### config.mk
export PLATFORM = sky130hd
export DESIGN_NAME = alu_fsm_flat
export DESIGN_NICKNAME = d
export VERILOG_FILES = /design/src/rtl/alu_fsm_if.sv /design/src/rtl/alu_fsm.sv /design/src/flat_wrapper.sv
export SDC_FILE = /design/constraint.sdc
export NUM_CORES = 1
export LEC_CHECK = 0
export CAP_MARGIN = 20
export CORE_MARGIN = 2
export CORE_UTILIZATION = 56
export CTS_BUF_LIST = sky130_fd_sc_hd__clkbuf_8 sky130_fd_sc_hd__clkbuf_16
export DETAILED_ROUTE_END_ITERATION = 10
export GPL_TIMING_DRIVEN = 1
export MAX_ROUTING_LAYER = met4
export PLACE_DENSITY = 0.91
export SLEW_MARGIN = 20
export SYNTH_ARGS = -nofsm -noshare
export SYNTH_HDL_FRONTEND = slang
export SYNTH_SLANG_ARGS = --single-unit
### constraint.sdc
create_clock -name clk -period 2.95 [get_ports clk]
set_input_delay 0.295 -clock clk [delete_from_list [all_inputs] [get_ports clk]]
set_output_delay 0.295 -clock clk [all_outputs]
set_load 0.01 [all_outputs]
### src/rtl/alu_fsm_if.sv
// alu_fsm_if: command/result handshake bundle for alu_fsm.
// The master drives commands and back-pressure; the slave returns results.
interface alu_fsm_if #(
    parameter int WIDTH = 8,
    parameter int CNT_W = 16
);
    logic             in_valid;
    logic             in_ready;
    logic [2:0]       op;
    logic [WIDTH-1:0] a;
    logic [WIDTH-1:0] b;
    logic             out_valid;
    logic             out_ready;
    logic [WIDTH-1:0] out_res;
    logic             flag_c;
    logic             flag_z;
    logic             flag_n;
    logic             flag_v;
    logic [CNT_W-1:0] op_count;

    modport master (
        output in_valid, op, a, b, out_ready,
        input  in_ready, out_valid, out_res, flag_c, flag_z, flag_n, flag_v, op_count
    );

    modport slave (
        input  in_valid, op, a, b, out_ready,
        output in_ready, out_valid, out_res, flag_c, flag_z, flag_n, flag_v, op_count
    );
endinterface

### src/rtl/alu_fsm.sv
// alu_fsm: multi-cycle parametrised ALU with valid/ready handshakes,
// status flags and a saturating count of consumed results.
module alu_fsm #(
    parameter int WIDTH = 8,
    parameter int CNT_W = 16
) (
    input logic      clk,
    input logic      reset,
    alu_fsm_if.slave bus
);
    localparam int SH_W = $clog2(WIDTH);
    localparam int MSB  = WIDTH - 1;

    typedef enum logic [1:0] {IDLE, LOAD, EXEC, DONE} state_t;

    state_t           r_state;
    logic [2:0]       r_op;
    logic [WIDTH-1:0] r_a;
    logic [WIDTH-1:0] r_b;
    logic [WIDTH-1:0] r_res;
    logic [CNT_W-1:0] r_cnt;
    logic             r_valid;
    logic             r_c;
    logic             r_z;
    logic             r_n;
    logic             r_v;
    logic [WIDTH:0]   w_sum;
    logic [WIDTH:0]   w_dif;
    logic [WIDTH-1:0] w_res;
    logic [SH_W-1:0]  w_sh;
    logic             w_c;
    logic             w_v;
    logic             w_take;

    assign bus.in_ready  = (r_state == IDLE) || (r_state == DONE && bus.out_ready);
    assign bus.out_valid = r_valid;
    assign bus.out_res   = r_res;
    assign bus.flag_c    = r_c;
    assign bus.flag_z    = r_z;
    assign bus.flag_n    = r_n;
    assign bus.flag_v    = r_v;
    assign bus.op_count  = r_cnt;

    assign w_take = bus.in_valid && bus.in_ready;
    assign w_sum  = {1'b0, r_a} + {1'b0, r_b};
    // The top bit of the widened difference is the unsigned borrow (a < b).
    assign w_dif  = {1'b0, r_a} - {1'b0, r_b};
    assign w_sh   = r_b[SH_W-1:0];

    always_comb begin
        w_res = '0;
        w_c   = 1'b0;
        w_v   = 1'b0;
        case (r_op)
            3'd0: begin
                w_res = w_sum[MSB:0];
                w_c   = w_sum[WIDTH];
                w_v   = (r_a[MSB] == r_b[MSB]) && (w_sum[MSB] != r_a[MSB]);
            end
            3'd1: begin
                w_res = w_dif[MSB:0];
                w_c   = w_dif[WIDTH];
                w_v   = (r_a[MSB] != r_b[MSB]) && (w_dif[MSB] != r_a[MSB]);
            end
            3'd2: w_res = r_a & r_b;
            3'd3: w_res = r_a | r_b;
            3'd4: w_res = r_a ^ r_b;
            3'd5: w_res = r_a << w_sh;
            3'd6: w_res = r_a >> w_sh;
            default: begin
                w_res = {{(WIDTH-1){1'b0}}, w_dif[WIDTH]};
                w_c   = w_dif[WIDTH];
            end
        endcase
    end

    always_ff @(posedge clk) begin
        if (reset) begin
            r_state <= IDLE;
            r_op    <= '0;
            r_a     <= '0;
            r_b     <= '0;
            r_res   <= '0;
            r_cnt   <= '0;
            r_valid <= 1'b0;
            r_c     <= 1'b0;
            r_z     <= 1'b0;
            r_n     <= 1'b0;
            r_v     <= 1'b0;
        end else begin
            case (r_state)
                LOAD: r_state <= EXEC;
                EXEC: begin
                    r_state <= DONE;
                    r_valid <= 1'b1;
                    r_res   <= w_res;
                    r_c     <= w_c;
                    r_z     <= (w_res == '0);
                    r_n     <= w_res[MSB];
                    r_v     <= w_v;
                end
                default: begin
                    if (r_state == DONE && bus.out_ready) begin
                        r_valid <= 1'b0;
                        r_state <= IDLE;
                        if (~&r_cnt) r_cnt <= r_cnt + CNT_W'(1);
                    end
                    // A new command may be taken on the same edge that retires the last result.
                    if (w_take) begin
                        r_op    <= bus.op;
                        r_a     <= bus.a;
                        r_b     <= bus.b;
                        r_state <= LOAD;
                    end
                end
            endcase
        end
    end
endmodule

### src/flat_wrapper.sv
// flat-port wrapper written by rule: the top's interface ports become plain ports
module alu_fsm_flat 
#(
    parameter int WIDTH = 8,
    parameter int CNT_W = 16
)
  (clk, reset, bus_in_valid, bus_op, bus_a, bus_b, bus_out_ready, bus_in_ready, bus_out_valid, bus_out_res, bus_flag_c, bus_flag_z, bus_flag_n, bus_flag_v, bus_op_count);
  alu_fsm_if #(.WIDTH(WIDTH), .CNT_W(CNT_W)) bus_i ();
  input logic clk;
  input logic reset;
  input wire logic [$bits(bus_i.in_valid)-1:0] bus_in_valid;
  input wire logic [$bits(bus_i.op)-1:0] bus_op;
  input wire logic [$bits(bus_i.a)-1:0] bus_a;
  input wire logic [$bits(bus_i.b)-1:0] bus_b;
  input wire logic [$bits(bus_i.out_ready)-1:0] bus_out_ready;
  output wire logic [$bits(bus_i.in_ready)-1:0] bus_in_ready;
  output wire logic [$bits(bus_i.out_valid)-1:0] bus_out_valid;
  output wire logic [$bits(bus_i.out_res)-1:0] bus_out_res;
  output wire logic [$bits(bus_i.flag_c)-1:0] bus_flag_c;
  output wire logic [$bits(bus_i.flag_z)-1:0] bus_flag_z;
  output wire logic [$bits(bus_i.flag_n)-1:0] bus_flag_n;
  output wire logic [$bits(bus_i.flag_v)-1:0] bus_flag_v;
  output wire logic [$bits(bus_i.op_count)-1:0] bus_op_count;
  assign bus_i.in_valid = bus_in_valid;
  assign bus_i.op = bus_op;
  assign bus_i.a = bus_a;
  assign bus_i.b = bus_b;
  assign bus_i.out_ready = bus_out_ready;
  assign bus_in_ready = bus_i.in_ready;
  assign bus_out_valid = bus_i.out_valid;
  assign bus_out_res = bus_i.out_res;
  assign bus_flag_c = bus_i.flag_c;
  assign bus_flag_z = bus_i.flag_z;
  assign bus_flag_n = bus_i.flag_n;
  assign bus_flag_v = bus_i.flag_v;
  assign bus_op_count = bus_i.op_count;
  alu_fsm #(.WIDTH(WIDTH), .CNT_W(CNT_W)) u_core (.clk(clk), .reset(reset), .bus(bus_i));
endmodule
Word level (Yosys, flattened, before mapping). Index checks and enable logic that the tools add are counted. W data, S select, Z words.

Equality and inequality tests: 13. Bitwise operators: 6. Shift operators: 2. Reductions and logical operators: 16. Muxes and demuxes: 8. $add $sub $neg: 3.

Operators with widths (number): $pmux W8 S7 (1); $add A16 B1 Y16 const B (1); $reduce_and A16 Y1 (1); $add A8 B8 Y9 (1); $eq A3 B3 Y1 const B (3); $sub A8 B8 Y9 (1); $and A8 B8 Y8 (1); $logic_not A8 Y1 (1); $or A8 B8 Y8 (1); $shl A8 B3 Y8 (1); $shr A8 B3 Y8 (1); $xor A8 B8 Y8 (1); $eq A3 B2 Y1 const B (2); $pmux W1 S2 (3); $reduce_or A5 Y1 (1); $eq A2 B2 Y1 const B (2); $logic_and A1 B1 Y1 (4); $mux W2 (2); $pmux W2 S2 (1); $reduce_and A2 Y1 (2); $reduce_bool A4 Y1 (1); $eq A3 B1 Y1 const B (1); $logic_not A3 Y1 (1); $ne A1 B1 Y1 (3); 9 further kinds (11).

Flip-flop bits (word level): 50. Logic and storage cells: 59. Output and inout bits: 30.

Longest topological paths before layout.
Depth in word-level cells: 6. Mapped depth: 11. Gate-level depth less buffers: 11.

Worst setup path before layout. Ideal clock, no wire load.

Path type: reg-to-reg. From: register u_core.r_b[1]. To: register u_core.r_res[6], in the netlist u_core.bus.out_res[6]. Setup slack: 0.598 ns. Data required time: 2.864 ns. Stages on the path, launching flop included: 10. Buffers on the path: 1. Clock period less this slack: 2.352 ns. Arrival: 2.266 ns. Cell sequence: dfxtp_1 -> buf_2 -> inv_1 -> fa_1 -> nand2b_1 -> a21oi_1 -> mux2_2 -> o22ai_1 -> nor4_4 -> a211oi_1.

Longest elaborated chain between the ends: 2. Elaborated cells between the ends (all ways): 5. Classes of those cells: add/sub: 2; shift: 2; mux: 1.

Ends and longest elaborated chain: start: declaration (line alu_fsm.sv:19) `logic [WIDTH-1:0] r_b;`; start signal: assignment (line alu_fsm.sv:112) `r_b <= bus.b;`; $sub A8 B8 Y9, or another cell as far along (line alu_fsm.sv:47) `assign w_dif = {1'b0, r_a} - {1'b0, r_b};`; $pmux W8 S7 (*) (line alu_fsm.sv:54) `case (r_op)`; end signal: assignment (line alu_fsm.sv:96) `r_res <= w_res;`; end: declaration (line alu_fsm.sv:20) `logic [WIDTH-1:0] r_res;`.

Mark *: on every way between the ends. The rest lies on a longest branch, timed or not. A chain may end at the register's enable or synchronous reset.

Worst setup path after layout.
From: register u_core.r_a[0]. To: register u_core.r_res[6], in the netlist u_core.bus.out_res[6].

Longest elaborated chain between the ends: 2. Elaborated cells between the ends (all ways): 5. Classes of those cells: add/sub: 2; shift: 2; mux: 1.

Ends and longest elaborated chain: start: declaration (line alu_fsm.sv:18) `logic [WIDTH-1:0] r_a;`; start signal: assignment (line alu_fsm.sv:111) `r_a <= bus.a;`; $sub A8 B8 Y9, or another cell as far along (line alu_fsm.sv:47); $pmux W8 S7 (*) (line alu_fsm.sv:54).

Marked as above.

==> impl_metrics.tcl <==
set metrics [dict create \
    yosysTopAreaCellShare_pct 25.41 \
    wl_um 10260 \
    reg2reg_slack_ns 0.43 \
    drt_first_pass_iters 5 \
    finalMaxSlewViolations 0 \
    final_nets 565 \
    synth_nets 519 \
    ios 53 \
    finalHoldViolations 0 \
    vdd_drop_max_uv 695.6 \
    crit_chain "ha_1 > inv_1 > fa_1 > nand2b_1 > a21oi_1 > mux2_2 > o22ai_1 > nor4_4 > a211oi_1" \
    max_cap_viol_count 0 \
    yosys-top-cells-area "dfxtp_1 (25%), ha_1 (9.7%), nand2_1 (5.4%)" \
    dpl.cell_count 583 \
    yosysWarnings 0 \
    cts_setup_buffers 0 \
    route.detailed.drc 0 \
    gp_congestion 1.025 \
    end_kind "flip-flop" \
    hold_path_end "u_core.bus.flag_v" \
    die_height_um 87.04 \
    final_cells 591 \
    fin_setup_tns_ns 0 \
    syn_area_per_cell_um2 8.322 \
    first_global_vias 3375 \
    slowest_stage "dfxtp_1" \
    clock_sinks 49 \
    max_freq_ghz 0.3975 \
    holdPathStages 2 \
    clockBufferDepth 2 \
    cts_tree "yes" \
    rsz0062_at_grt "no" \
    via_count 3625 \
    p_per_area_mw_per_mm2 721.6 \
    grt_pass1_wl_um 16910 \
    numCtsBuffers 5 \
    start_util_pct 57.47 \
    path_class "flip-flop to flip-flop" \
    die_w_um 87.04 \
    hold_class "flip-flop to flip-flop" \
    synth.distinct_cells 74 \
    syn_area_mm2 0.003861 \
    cts_max_level 2 \
    antenna_found_initial 0 \
    track_usage_pct 28.86 \
    initialDrtViolationCount 339 \
    critPathLaunchType "flip-flop" \
    max_stage_delay_ns 0.45 \
    crit_arrival_ns 2.74 \
    port_buffers 52 \
    worst_pin_slew_ns 0.7816 \
    clk_pin_slew_ns 0.10 \
    n_antenna_cell 0 \
    hpwl_um 7982 \
    hold_start "u_core.bus.flag_v" \
    clock_latency_ns 0.30 \
    critical_path_buf_inv_count 1 \
    synth.largest_area_cell "dfxtp_1" \
    rows 30 \
    cts-root-buf "clkbuf_8" \
    drive_gt1_share_pct 9.785 \
    overflow 0 \
    ys_seq_area_share_pct 25.41 \
    drtAntennaViolNets 0 \
    period_share_pct 85.27 \
    cts_hold_buf 0 \
    crit_fanout 7 \
    syn_to_final_growth_pct 17.08 \
    regToRegEndpoint "u_core.bus.out_res[6]" \
    coreArea_mm2 0.006719 \
    postSynthCellCount 464 \
    vias_per_cell 6.134 \
    die_area_mm2 0.007575 \
    synthFlopType "dfxtp_1" \
    finalSetupViolations 0 \
    synth_seq_cells 49 \
    fillCellCount 550 \
    crit_family "compound AO/OA/AOI/OAI gates" \
    slew_headroom_pct 47.74 \
    status "complete, no violations" \
    cts_resized 0 \
    fin_crit_ns 2.515 \
    synth_edf_count 0 \
    grt_max_degree 38 \
    leakagePower_uw 0.001698 \
    reg2reg_from "u_core.r_a[0]" \
    crit_required_ns 3.17 \
    wire_per_inst_um 17.36 \
    async_flop_share_pct 0 \
    skew_ns 0.008405 \
    rr_worst_depth 9 \
]
-- routing by layer --
metal / vias to the layer above / track usage, % / share of wire, %
met5: - / - / 0
met4: 0 / 7.955 / 1.8
met3: 20 / 3.033 / 5.8
met2: 148 / 44.76 / 47
met1: 1731 / 40.09 / 45
li1: 1726 / - / -
-- sequential cells by signal, indices dropped and copies added, names as in the netlist --
signal,cells
u_core.r_a,8
u_core.bus.out_res,7
u_core.r_op,3
u_core.bus.op_count,16
u_core.bus.flag_c,1
u_core.r_b,8
u_core.bus.flag_z,1
u_core.bus.flag_n,1
u_core.bus.flag_v,1
u_core.r_state,2
u_core.bus.out_valid,1
-- placed cells by master (no fill, tap or decap), drive strengths merged, types with 3 or more instances in the layout --
cell and count:
buf 16, o21ai 14, clkdlybuf4s50 52, nand2b 12
mux2i 14, o22ai 6, or3 4, a211oi 6
a221oi 7, nand4 5, mux4 8, nand3 11
xor2 12, nand2 56, nor3 9, a22oi 4
nand3b 5, a21oi 37, clkbuf 5, nor2b 5
xnor2 8, a31oi 4, ha 30, inv 33
dfxtp 49, and3 11, nor2 42, nor3b 4
nor4b 3
-- through the flow --
| step | cell area, um2 | hold slack, ns | utilization, % | setup slack (ns) | total power [uW] |
|---|---|---|---|---|---|
| 2_1_floorplan | 3861 | 0.4310 | - | 0.5982 | 2291 |
| 3_3_place_gp | 4434 | 0.4611 | 66.00 | 0.5605 | 2790 |
| 3_5_place_dp | 4434 | 0.4708 | 66.00 | 0.4787 | 2841 |
| 4_1_cts | 4521 | 0.4872 | 67.28 | 0.4586 | 3245 |
| 5_1_grt | 4521 | 0.5110 | 67.28 | 0.2880 | 3507 |
| 6_report | 4521 | 0.4836 | 67.28 | 0.4346 | 3262 |
-- cells in the mapped netlist (8+ instances only) --
library cell   n
a21oi_1       36
xor2_1        12
nand2_1       56
dfxtp_1       49
and3_1        11
inv_1         29
nor3_1         8
mux2i_1       14
xnor2_1        8
buf_2          8
nor2_1        42
clkbuf_1      12
nand3_1       11
nand2b_1      12
ha_1          30
o21ai_0       12
-- logic make-up after synthesis --
family,share of synthesized area [%]
AND/OR/NAND/NOR,24.27
AO/OA/AOI/OAI,18.28
buffers and inverters,7.485
flip-flops,25.41
adder cells (fa/ha/maj),10.76
multiplexers,9.268
XOR/XNOR,4.537
-- power by group --
| group | internal [uW] | switching [uW] |
|---|---|---|
| sequential | 781 | 127 |
| clock | 166 | 234 |
| combinational | 850 | 1100 |
-- worst reg2reg max path: stages, from the launching register on --
cell and delay, ns:
dfxtp_1 0.45, ha_1 0.22, inv_1 0.07, fa_1 0.38, nand2b_1 0.18, a21oi_1 0.24, mux2_2 0.37, o22ai_1 0.23
nor4_4 0.07, a211oi_1 0.23
-- layout make-up --
type	count	area, um2	share of cell area (%)
multi-input combinational	355	2596	57.43
sequential	49	980.9	21.70
timing repair buffer	68	640.6	14.17
inverter	31	116.4	2.574
tap	80	100.1	2.214
clock buffer	5	68.82	1.522
clock inverter	3	17.52	0.3875
-- worst max path at each step --
stage                        startpoint               endpoint  cells past startpoint
after floorplan           u_core.r_b[1]  u_core.bus.out_res[6]                      9
after global placement    u_core.r_a[0]  u_core.bus.out_res[6]                      9
final                     u_core.r_a[0]  u_core.bus.out_res[6]                      9
after CTS                 u_core.r_a[0]  u_core.bus.out_res[6]                      9
after detailed placement  u_core.r_a[0]  u_core.bus.out_res[6]                      9
after global routing      u_core.r_a[0]  u_core.bus.out_res[6]                      9
Note: power is estimated with default switching activity, not from simulation.
